<file path="config.mk">
export PLATFORM = sky130hd
export DESIGN_NAME = mean_led_sched
export DESIGN_NICKNAME = d
export VERILOG_FILES = /design/src/rtl/mean_led_sched.sv
export SDC_FILE = /design/constraint.sdc
export NUM_CORES = 1
export LEC_CHECK = 0
export CAP_MARGIN = 20
export CELL_PAD_IN_SITES_DETAIL_PLACEMENT = 1
export CELL_PAD_IN_SITES_GLOBAL_PLACEMENT = 1
export CORE_AREA = 2 2 216 218
export DETAILED_ROUTE_END_ITERATION = 8
export DIE_AREA = 0 0 218 220
export GPL_TIMING_DRIVEN = 0
export PLACE_DENSITY = 0.78
export SLEW_MARGIN = 20
export SYNTH_ARGS = -nofsm -noshare
export SYNTH_HDL_FRONTEND = slang
export SYNTH_SLANG_ARGS = --single-unit
</file>
<file path="constraint.sdc">
create_clock -name clk -period 2.8 [get_ports clk]
set_clock_uncertainty 0.2 [all_clocks]
set_input_delay 0.28 -clock clk [delete_from_list [all_inputs] [get_ports clk]]
set_output_delay 0.28 -clock clk [all_outputs]
set_load 0.02 [all_outputs]
</file>
<file path="src/rtl/mean_led_sched.sv">
// Frame-rate scheduler: snapshots the 8-region RGB sums on frame-done, then streams
// one saturated 8-bit-per-channel mean per region to the LED driver over valid/ready.
module mean_led_sched #(
    parameter int SUM_W = 21,
    parameter int N_REG = 8,
    parameter int SHIFT = 12
) (
    input  logic             clk,
    input  logic             rst_n,
    input  logic             en,
    input  logic             start,
    input  logic [SUM_W-1:0] SumR [N_REG],
    input  logic [SUM_W-1:0] SumG [N_REG],
    input  logic [SUM_W-1:0] SumB [N_REG],
    output logic             led_valid,
    input  logic             led_ready,
    output logic [2:0]       led_idx,
    output logic [23:0]      led_rgb,
    output logic             led_last,
    output logic             busy,
    output logic             frame_done,
    output logic [7:0]       drop_cnt
);

    localparam int PTR_W = (N_REG > 1) ? $clog2(N_REG) : 1;
    localparam logic [PTR_W-1:0] LAST_PTR = PTR_W'(N_REG - 1);

    localparam logic [1:0] IDLE    = 2'd0;
    localparam logic [1:0] COMPUTE = 2'd1;
    localparam logic [1:0] SEND    = 2'd2;

    logic [1:0]       state;
    logic [PTR_W-1:0] ptr;
    logic [SUM_W-1:0] snap_r [N_REG];
    logic [SUM_W-1:0] snap_g [N_REG];
    logic [SUM_W-1:0] snap_b [N_REG];

    logic accept;
    logic final_accept;
    logic take;
    logic drop;

    // Mean by truncating shift; anything that does not fit in 8 bits clamps to 255.
    function automatic logic [7:0] sat8(input logic [SUM_W-1:0] s);
        logic [SUM_W-1:0] m;
        m = s >> SHIFT;
        return (m > SUM_W'(255)) ? 8'hFF : m[7:0];
    endfunction

    assign accept       = (state == SEND) && led_valid && led_ready;
    assign final_accept = accept && (ptr == LAST_PTR);
    // A start on the final accept chains straight into the next frame instead of dropping.
    assign take         = en && start && ((state == IDLE) || final_accept);
    assign drop         = en && start && (state != IDLE) && !final_accept;
    assign busy         = (state != IDLE);

    // NOTE: all state uses non-blocking assignments so every register samples pre-edge values.
    always_ff @(posedge clk) begin
        if (!rst_n) begin
            state      <= IDLE;
            ptr        <= '0;
            led_valid  <= 1'b0;
            led_last   <= 1'b0;
            led_idx    <= '0;
            led_rgb    <= '0;
            frame_done <= 1'b0;
            drop_cnt   <= '0;
            // NOTE: the snapshot array is cleared too, so a reset frame never leaks stale sums.
            for (int i = 0; i < N_REG; i++) begin
                snap_r[i] <= '0;
                snap_g[i] <= '0;
                snap_b[i] <= '0;
            end
        end else begin
            frame_done <= 1'b0;

            // The accumulator clears its sums on the next edge, so capture on this one.
            if (take) begin
                snap_r <= SumR;
                snap_g <= SumG;
                snap_b <= SumB;
                ptr    <= '0;
            end

            if (drop && (drop_cnt != 8'hFF)) begin
                drop_cnt <= drop_cnt + 8'd1;
            end

            case (state)
                IDLE: begin
                    if (take) begin
                        state <= COMPUTE;
                    end
                end
                COMPUTE: begin
                    led_rgb   <= {sat8(snap_r[ptr]), sat8(snap_g[ptr]), sat8(snap_b[ptr])};
                    led_idx   <= 3'(ptr);
                    led_last  <= (ptr == LAST_PTR);
                    led_valid <= 1'b1;
                    state     <= SEND;
                end
                SEND: begin
                    if (accept) begin
                        led_valid <= 1'b0;
                        if (final_accept) begin
                            frame_done <= 1'b1;
                            led_last   <= 1'b0;
                            state      <= take ? COMPUTE : IDLE;
                        end else begin
                            ptr   <= ptr + 1'b1;
                            state <= COMPUTE;
                        end
                    end
                end
                default: begin
                    state <= IDLE;
                end
            endcase
        end
    end

endmodule

</file>
==> metrics.txt <==
DRT iter0 DRCs=564; RSZ-0062 raised after global routing=false; PnR worst setup slack=0.1544 ns; Post-synth EDFFs=0; Combinational Power Share=12.9%; Clock Tree Buf Depth=3; Hold Fails Final Rpt=0; Internal=0.006909 W; CTS tree=done; share of the synthesized area in the top cell type=48.98%; CTS Buf Count=31; critical path arrival=2.93 ns; outcome=finished clean; die height=220 um; Worst EP required=3.08 ns; Horiz. Die Dim=218 um; fmax=0.3780 GHz; Clk Latency, worst-skew pair=0.59 ns; Hold/Removal Path Class=input pin to register; vias in the first global route=10,470; post-synthesis cell type count=36; Worst path slowest cell=dfxtp_1; Post-Syn Nets=1,742; die area=47,960 um2; All-Layer GR Usage=18.94%; Core Box Area=45,860 um2; Setup CP Type=register to register; initial antenna violation count=5; routability congestion estimate=0.8372; clk sinks=259; #FFs+latches synth=259; largest net degree at the start of global routing=16; first-pass GRT wire length=66.49 mm; Worst path max stage delay=0.34 ns; met1 usage=25.54%; drt first pass iters=7; drt via density=4.639; Post-Syn Instances=1,230; clock share of power=43.9%; Startpoint Class=register; fraction of layout cells with a size suffix above 1=9.832%; synthesized area=10,590 um2; period utilization=94.49%; Pleak=5.109 nW; Net Sw Power=0.002418 W; # IOs=548; top_reg_cell synth=dfxtp_1; PwrDens=620.8 nW/um2; area leader, netlist=dfxtp_1; Tmin final=2.646 ns; Synth Warn #=0; Fin Setup TNS=0 ns; pre-CTS WS=-0.3638 ns; Rows=79; # Max-Cap Violations=0; sequential power share=43.2%; crit path cell chain=ha_1, ha_1, nand3_1, a211oi_4, buf_12, buf_2, buf_4, nand2_1, a21oi_1; GR Layer Usage met3=3.920%; final slew viol count=0; Clock Tree Root=clkbuf_16; crit path max fanout=10; Post-Route WL=46.02 mm; IO Port Bufs=258; Overflow after GRT=0; sequential area share after synthesis=48.98%; via count=9,993; Async S/R FF share, synth=0%; H-Tree Depth=1; DRT antenna net count=0; WL/cell=21.37 um; worst hold slack=0.005439 ns; VDD IR max=0.4306 mV; critical path endpoint category=register; DRC errors left=0; synth-to-layout area growth=41.95%; Sw Share=25.93%; HPWL after DPL=37.03 mm; clock-pin slew on the worst setup and hold paths=0.06 ns; Synth area leaders=dfxtp_1 49%, nand2_1 16%, a21oi_1 12%; crit-path most repeated cell=ha_1; worst rel slew slack=39.60%; global routing usage on met2=30.40%; Initial Utilization=23.08%; Final setup violation count=0; worst slew pin tran=0.9060 ns; Most Used Layer, Global Route=met2; syn_area_per_cell=8.606 um2; Nets=2,034
power groups by stage:
| stage | sequential (W) | clock (W) | combinational, W |
|---|---|---|---|
| 5_1_grt | 0.00405 | 0.00431 | 0.00131 |
| 3_3_place_gp | 0.00410 | 0 | 0.00116 |
| 3_5_place_dp | 0.00411 | 0 | 0.00119 |
| 6_report | 0.00403 | 0.00409 | 0.00120 |
| 2_1_floorplan | 0.00407 | 0 | 0.000497 |
| 4_1_cts | 0.00403 | 0.00416 | 0.00121 |
worst max-delay path, delay by kind of cell (launching register included):
family                   cells  cell delay (ns)
adder cells (fa/ha/maj)      2             0.39
buffers and inverters        3             0.74
AND/OR/NAND/NOR              2             0.37
flip-flops                   1             0.34
AO/OA/AOI/OAI                2             0.49
cell usage after synthesis (2+ instances only):
cell type    n
a21oi_1    259
a22oi_1      6
and4_1       2
buf_1        2
buf_2       15
buf_4       16
clkbuf_1    65
dfxtp_1    259
ha_1         3
inv_1        2
mux2i_1     36
mux4_2      48
nand2_1    444
nand2b_1     4
nand3_1      7
nor2b_1      3
nor3_1       3
o21ai_0     29
o31ai_1      4
o41ai_1      2
or3_1        2
or4_1        5
path summary, 6_finish.rpt:
kind,slack (ns),to,start,depth (start not counted)
max,0.15,snap_b[80]$_SDFFE_PN0P_,ptr[1]$_SDFF_PN0_,9
min,0.005,state[1]$_SDFFE_PN0P_,rst_n,2
max reg2reg,0.15,snap_b[80]$_SDFFE_PN0P_,ptr[1]$_SDFF_PN0_,9
min reg2reg,0.25,snap_r[167]$_SDFFE_PN0P_,snap_r[167]$_SDFFE_PN0P_,2
what timing repair did:
action	CTS	global route
hold buffers	0	0
gates resized for setup	4	21
setup buffers	2	0
endpoints found under the setup margin	190	54
pin swaps	1	0
per-layer routing:
| layer | vias up | part of all wire (%) |
|---|---|---|
| met5 | - | 0.028 |
| met4 | 2 | 3.0 |
| met3 | 73 | 6.4 |
| met2 | 314 | 45 |
| met1 | 4823 | 46 |
| li1 | 4781 | - |
sequential cells by signal, summed over array words and instances, names as in the netlist:
name / count
state: 2
led_last: 1
led_idx: 3
frame_done: 1
snap_b: 72
snap_g: 72
led_valid: 1
ptr: 3
led_rgb: 24
snap_r: 72
drop_cnt: 8
metrics by stage:
stage | util [%] | cells | total power, W | area (um2)
after floorplan | - | 1230 | 0.004572 | 10590
after global placement | 30.37 | 2095 | 0.005260 | 13930
after detailed placement | 30.38 | 2095 | 0.005300 | 13930
after CTS | 32.72 | 2154 | 0.009395 | 15010
after global routing | 32.76 | 2153 | 0.009668 | 15020
final | 32.76 | 2154 | 0.009327 | 15030
layout by cell type (no fill, tap or decap), drive strengths merged, types with 2 or more instances in the layout:
cell and instances:
a21oi 259, a22oi 6, and4 2, buf 34, bufinv 3, clkbuf 107
clkdlybuf4s50 258, clkinv 10, dfxtp 259, ha 3, inv 4, mux2i 36
mux4 48, nand2 444, nand2b 4, nand3 7, nor2b 3, nor3 3
o21ai 29, o31ai 4, o41ai 2, or3 2, or4 5
cells by family after synthesis:
logic type | Yosys count | share of synthesized area [%]
compound gates | 307 | 15.09
buf+inv | 101 | 4.326
mux | 84 | 13.62
simple gates | 476 | 17.62
fa+ha+maj | 3 | 0.3546
flops | 259 | 48.98
cell type report:
class	instances	area, um2
Sequential cell	259	5185
Fill cell	5455	30840
Inverter	3	11.26
Antenna cell	1	2.502
Timing Repair Buffer	260	2610
Buffer	97	460.4
Clock inverter	15	156.4
Tap cell	607	759.5
Multi-Input combinational cell	870	4964
Clock buffer	42	877.1
No activity file was read; power rests on OpenSTA's default activity.
